===== config.mk =====
export PLATFORM = sky130hd
export DESIGN_NAME = avr_uart_tx
export DESIGN_NICKNAME = d
export VERILOG_FILES = /design/src/rtl/avr_uart_tx.sv
export SDC_FILE = /design/constraint.sdc
export NUM_CORES = 1
export LEC_CHECK = 0
export BUFFER_PORTS_ARGS = -buffer_cell sky130_fd_sc_hd__buf_2
export CAP_MARGIN = 25
export CORE_MARGIN = 2
export CORE_UTILIZATION = 35
export DETAILED_ROUTE_END_ITERATION = 8
export PLACE_DENSITY_LB_ADDON = 0.08
export SLEW_MARGIN = 5
export SYNTH_ARGS = -nofsm -noshare
export SYNTH_HDL_FRONTEND = slang
export SYNTH_SLANG_ARGS = --single-unit

===== constraint.sdc =====
create_clock -name clk -period 2.55 [get_ports clk]
set_input_delay 0.51 -clock clk [delete_from_list [all_inputs] [get_ports clk]]
set_output_delay 0.51 -clock clk [all_outputs]
set_load 0.005 [all_outputs]

===== src/rtl/avr_uart_tx.sv =====
// 8N1 UART transmitter toward an AVR receive pin, gated by the AVR's busy flag.
// Define AVR_UART_TX_FIFO_EN for a FIFO_DEPTH-byte FIFO; otherwise a single holding register.
module avr_uart_tx #(
   parameter int CLK_PER_BIT = 100,
   parameter int FIFO_DEPTH  = 4
) (
   input  logic       clk,
   input  logic       rst_n,
   input  logic [7:0] tx_data,
   input  logic       tx_valid,
   output logic       tx_ready,
   input  logic       avr_rx_busy,
   output logic       tx,
   output logic       busy
);

   localparam int CW = (CLK_PER_BIT > 1) ? $clog2(CLK_PER_BIT) : 1;
   localparam logic [CW-1:0] BIT_LAST = CW'(CLK_PER_BIT - 1);

   if (CLK_PER_BIT < 2 || CLK_PER_BIT > 65535 || FIFO_DEPTH < 2 || FIFO_DEPTH > 16 ||
       (FIFO_DEPTH & (FIFO_DEPTH - 1)) != 0) begin : g_bad_param
      $error("avr_uart_tx: illegal CLK_PER_BIT or FIFO_DEPTH");
   end

   typedef enum logic [1:0] {IDLE, START, DATA, STOP} state_t;

   state_t        state_reg, state_next;
   logic [CW-1:0] baud_reg, baud_next;
   logic [2:0]    bit_reg, bit_next;
   logic [7:0]    shift_reg;
   logic          tx_reg, tx_next;
   logic          busy_meta_reg, busy_sync_reg;
   logic          ready_en_reg;
   logic          line_active_reg;
   logic          push, pop, shift_en, stored, bit_end;
   logic [7:0]    head_data;

   assign push    = tx_valid && tx_ready;
   assign bit_end = (baud_reg == '0);

`ifdef AVR_UART_TX_FIFO_EN
   localparam int PW = $clog2(FIFO_DEPTH);

   logic [7:0]  mem [FIFO_DEPTH];
   logic [PW-1:0] wr_ptr_reg, rd_ptr_reg;
   logic [PW:0]   count_reg;

   assign stored    = (count_reg != '0);
   assign tx_ready  = ready_en_reg && (count_reg != (PW+1)'(FIFO_DEPTH));
   assign head_data = mem[rd_ptr_reg];

   always_ff @(posedge clk) begin
      if (push) mem[wr_ptr_reg] <= tx_data;
   end

   always_ff @(posedge clk or negedge rst_n) begin
      if (!rst_n) begin
         wr_ptr_reg <= '0;
         rd_ptr_reg <= '0;
         count_reg  <= '0;
      end else begin
         if (push) wr_ptr_reg <= wr_ptr_reg + PW'(1);
         if (pop)  rd_ptr_reg <= rd_ptr_reg + PW'(1);
         case ({push, pop})
            2'b10:   count_reg <= count_reg + (PW+1)'(1);
            2'b01:   count_reg <= count_reg - (PW+1)'(1);
            default: count_reg <= count_reg;
         endcase
      end
   end
`else
   logic [7:0] hold_reg;
   logic       hold_valid_reg;

   assign stored    = hold_valid_reg;
   assign tx_ready  = ready_en_reg && (state_reg == IDLE) && !hold_valid_reg;
   assign head_data = hold_reg;

   always_ff @(posedge clk or negedge rst_n) begin
      if (!rst_n) begin
         hold_reg       <= '0;
         hold_valid_reg <= 1'b0;
      end else if (push) begin
         hold_reg       <= tx_data;
         hold_valid_reg <= 1'b1;
      end else if (pop) begin
         hold_valid_reg <= 1'b0;
      end
   end
`endif

   // Synchronizer resets to "AVR busy" so nothing is sent until the real level is seen.
   always_ff @(posedge clk or negedge rst_n) begin
      if (!rst_n) begin
         busy_meta_reg   <= 1'b1;
         busy_sync_reg   <= 1'b1;
         ready_en_reg    <= 1'b0;
         line_active_reg <= 1'b0;
      end else begin
         busy_meta_reg   <= avr_rx_busy;
         busy_sync_reg   <= busy_meta_reg;
         ready_en_reg    <= 1'b1;
         line_active_reg <= (state_reg != IDLE);
      end
   end

   always_ff @(posedge clk or negedge rst_n) begin
      if (!rst_n) state_reg <= IDLE;
      else        state_reg <= state_next;
   end

   always_comb begin
      state_next = state_reg;
      baud_next  = baud_reg - CW'(1);
      bit_next   = bit_reg;
      pop        = 1'b0;
      shift_en   = 1'b0;
      tx_next    = 1'b1;
      case (state_reg)
         IDLE: begin
            baud_next = BIT_LAST;
            bit_next  = 3'd0;
            if (stored && !busy_sync_reg) begin
               state_next = START;
               pop        = 1'b1;
            end
         end
         START: begin
            tx_next = 1'b0;
            if (bit_end) begin
               state_next = DATA;
               baud_next  = BIT_LAST;
            end
         end
         DATA: begin
            tx_next = shift_reg[0];
            if (bit_end) begin
               baud_next = BIT_LAST;
               shift_en  = 1'b1;
               bit_next  = bit_reg + 3'd1;
               if (bit_reg == 3'd7) state_next = STOP;
            end
         end
         STOP: begin
            if (bit_end) begin
               baud_next = BIT_LAST;
               if (stored && !busy_sync_reg) begin
                  state_next = START;
                  pop        = 1'b1;
               end else begin
                  state_next = IDLE;
               end
            end
         end
         default: state_next = IDLE;
      endcase
   end

   // tx follows the state one cycle late, so every bit still lasts exactly one period.
   always_ff @(posedge clk or negedge rst_n) begin
      if (!rst_n) begin
         baud_reg  <= BIT_LAST;
         bit_reg   <= 3'd0;
         shift_reg <= 8'h00;
         tx_reg    <= 1'b1;
      end else begin
         baud_reg <= baud_next;
         bit_reg  <= bit_next;
         tx_reg   <= tx_next;
         if (pop)           shift_reg <= head_data;
         else if (shift_en) shift_reg <= {1'b0, shift_reg[7:1]};
      end
   end

   assign tx   = tx_reg;
   assign busy = (state_reg != IDLE) || line_active_reg || stored;

endmodule


==> run_results.csv <==
group,metric,value,unit
run_status,status,"finished clean",
setup_path,cp_num_buf_inv,3,
routing,viasPerCell,4.680,
yosys,synth_nets,142,
placement,gp_congestion,0.6759,
clock_network,clkTransAtPathRegs,80,ps
routing,drt_iter0_markers,18,
yosys,yosys.area.top_type_share,42.19,%
clock_network,cts_sinks,34,
sta,tightest_slew,748.8,ps
floorplan,die_height,71.65,microns
sta,hold_viol_final,0,
finish,finish.utilization,41.52,%
yosys,synthSimpleGateAreaFrac,10.94,%
floorplan,io_pins,15,
placement,hpwlAfterDp,1.827,mm
pwr,ir_drop,0.3382,mV
global_routing,antenna_found_initial,0,
sta,rsz0062_at_grt,"false",
setup_path,path_cells,"inv_1 > ha_1 > inv_1 > or3_1 > buf_2",
yosys,synth.avg_cell_area,13.13,sq um
clock_network,clockRootBuffer,"clkbuf_8",
placement,port_buffers,14,
setup_path,end_kind,"primary output",
finish,drive_above_1_share,41.55,%
finish,fillerInstances,422,
floorplan,coreArea,4384,sq um
sta,timing.final.crit_period,2228,ps
setup_path,critPathSlowestCell,"dfrtp_1",
yosys,synth_common_cells,"dfrtp_1, mux2_2, ha_1, inv_1, nand2_1",
routing,vias,908,
yosys,synth_edf_count,0,
global_routing,grt_pass1_wl,4.678,mm
setup_path,worstSetupStartpointType,"flip-flop",
clock_network,cts_tree,"yes",
pwr,leakage,0.9412,nW
global_routing,grt_overflow_total,0,
min_path,holdCritPathClass,"in2async",
yosys,yosys_warnings,0,
routing,firstDrtPassIters,4,
yosys,ys_ff_latch,34,
global_routing,grt.total_usage,12.17,%
pwr,power.density,542.7,nW/um^2
routing,ant_nets,0,
floorplan,fp.dieArea,5133,sq um
yosys,synth_top_family_by_area,"multiplexers",
run,drv_cap,0,
yosys,ys_seq_area_share,53.67,%
sta,setup_viol,0,
setup_path,max_stage_delay,410,ps
clock_network,clockBufferDepth,2,
global_routing,grt_util_met2,19.34,%
yosys,yosys.area_share.adder,6.250,%
clock_network,clk_latency,290,ps
yosys,yosys_most_used_dff,"dfrtp_1",
sta,fin_setup_tns,0,ps
sta,fin_crit_sh,87.39,%
global_routing,use_met1,14.50,%
yosys,synth_compound_area_share,5.391,%
floorplan,rows,24,
yosys,synth_cell_types,31,
routing,wirelength,2.611,mm
yosys,async_flop_share,100.0,%
clock_network,holdBufCountCts,0,
routing,drc,0,
yosys,synth.area.top_cells,"dfrtp_1, mux2_2, dfstp_2",
routing,post_drt_wl_per_cell,13.46,microns
clock_network,htree_levels,2,
setup_path,crit_type,"reg2out",
global_routing,grt_pass1_vias,1004,
yosys,synth.area.mux_share,18.20,%
global_routing,grt-busiest-layer,"met2",
finish,nets,161,
clock_network,cts_made_buffers,5,
floorplan,start_util,36.53,%
sta,slew_headroom,50.08,%
yosys,synth_most_common_cell,"dfrtp_1",
yosys,syn_inst,122,
sta,timing.fmax,0.4488,GHz
setup_path,cp_max_fo,5,
sta,fin_skew,11.06,ps
finish,area.growth.synth_to_final,13.67,%
yosys,yosys.area.top_type,"dfrtp_1",
setup_path,arrival,1720,ps
yosys,synth_xor_area_share,2.734,%
clock_network,cts_setup_buffers,0,
sta,maxSlewViolCount,0,
global_routing,grt_max_degree,35,
setup_path,crit_top_cell,"inv_1",
global_routing,use_met3,4.782,%
floorplan,die_w,71.65,microns
setup_path,critical-path-top-delay-family,"flip-flops",
clock_network,cts_resized,0,
finish,num_antenna_cells,0,
yosys,synthesis.area,1602,sq um
setup_path,crit_required,2040,ps
[stage by stage]
step / worst slack (ps) / cell area (sq um) / hold WS [ps] / cells / total power [W]
finish: 321.7 / 1821 / 281.1 / 194 / 0.0009881
global route: 182.2 / 1821 / 303.5 / 194 / 0.001033
CTS: 290.6 / 1821 / 304.8 / 194 / 0.001003
detailed placement: 476.2 / 1725 / 348.4 / 186 / 0.0005735
global placement: 504.6 / 1725 / 347.1 / 186 / 0.0005733
floorplan: 705.1 / 1602 / 214.4 / 122 / 0.0005544
[final timing paths]
path / cells after the start / endpoint / slack, ps / startpoint
min: 1 / bit_reg[2]$_DFFE_PN0P_ / 280 / rst_n
max in group asynchronous: 1 / head_data[3]$_DFFE_PN0P_ / 1780 / rst_n
max: 5 / busy / 320 / state_reg[0]$_DFFE_PN0P_
min reg2reg: 0 / busy_sync_reg$_DFF_PN1_ / 360 / busy_meta_reg$_DFF_PN1_
min in group clk: 1 / busy_meta_reg$_DFF_PN1_ / 320 / avr_rx_busy
max reg2reg: 6 / bit_reg[1]$_DFFE_PN0P_ / 490 / baud_reg[0]$_DFF_PN1_
[cells in the final DEF, fill, tap and decap left out, types with 2 or more instances in the layout]
cell type  count
xnor2_1        3
clkbuf_8       6
dfrtp_1       27
buf_2         14
nor3_1         6
inv_1          8
nand2_1        8
dfstp_2        7
ha_1           8
mux2_2        25
xor2_1         2
nand2b_1       2
a22o_1         3
o21ai_0        2
nor2_1         3
[routing by layer]
metal  routed length, microns  up-vias
met5                        0        -
met2                     1177       13
li1                         -      461
met4                       39        0
met3                      113        5
met1                     1280      429
[cells by family (layout without fill, tap and decap cells)]
kind of cell | Yosys count | count (layout)
flops | 34 | 34
simple gates | 27 | 27
mux | 26 | 26
compound gates | 11 | 11
buf+inv | 10 | 30
fa+ha+maj | 8 | 8
xor+xnor | 5 | 5
other cells | 1 | 1
[layout make-up]
type                    instances  area (sq um)  share of cell area (%)
multi-input cells              78         700.7                   38.49
well taps                      52         65.06                   3.574
repair buffers                 14         70.07                   3.849
flip-flops and latches         34         859.6                   47.22
clock inverters                 2         12.51                  0.6873
clock buffers                   6         82.58                   4.536
inverters                       8         30.03                   1.649
[power by group]
part	total [W]	switching, W	internal [W]	leakage, nW
Clock	0.000426	0.000209	0.000217	0.0472
Combinational	0.0000184	0.0000122	0.00000625	0.462
Sequential	0.000544	0.000000825	0.000543	0.432
Total	0.000988	0.000222	0.000766	0.941
Power figures use the tool's default switching activity.
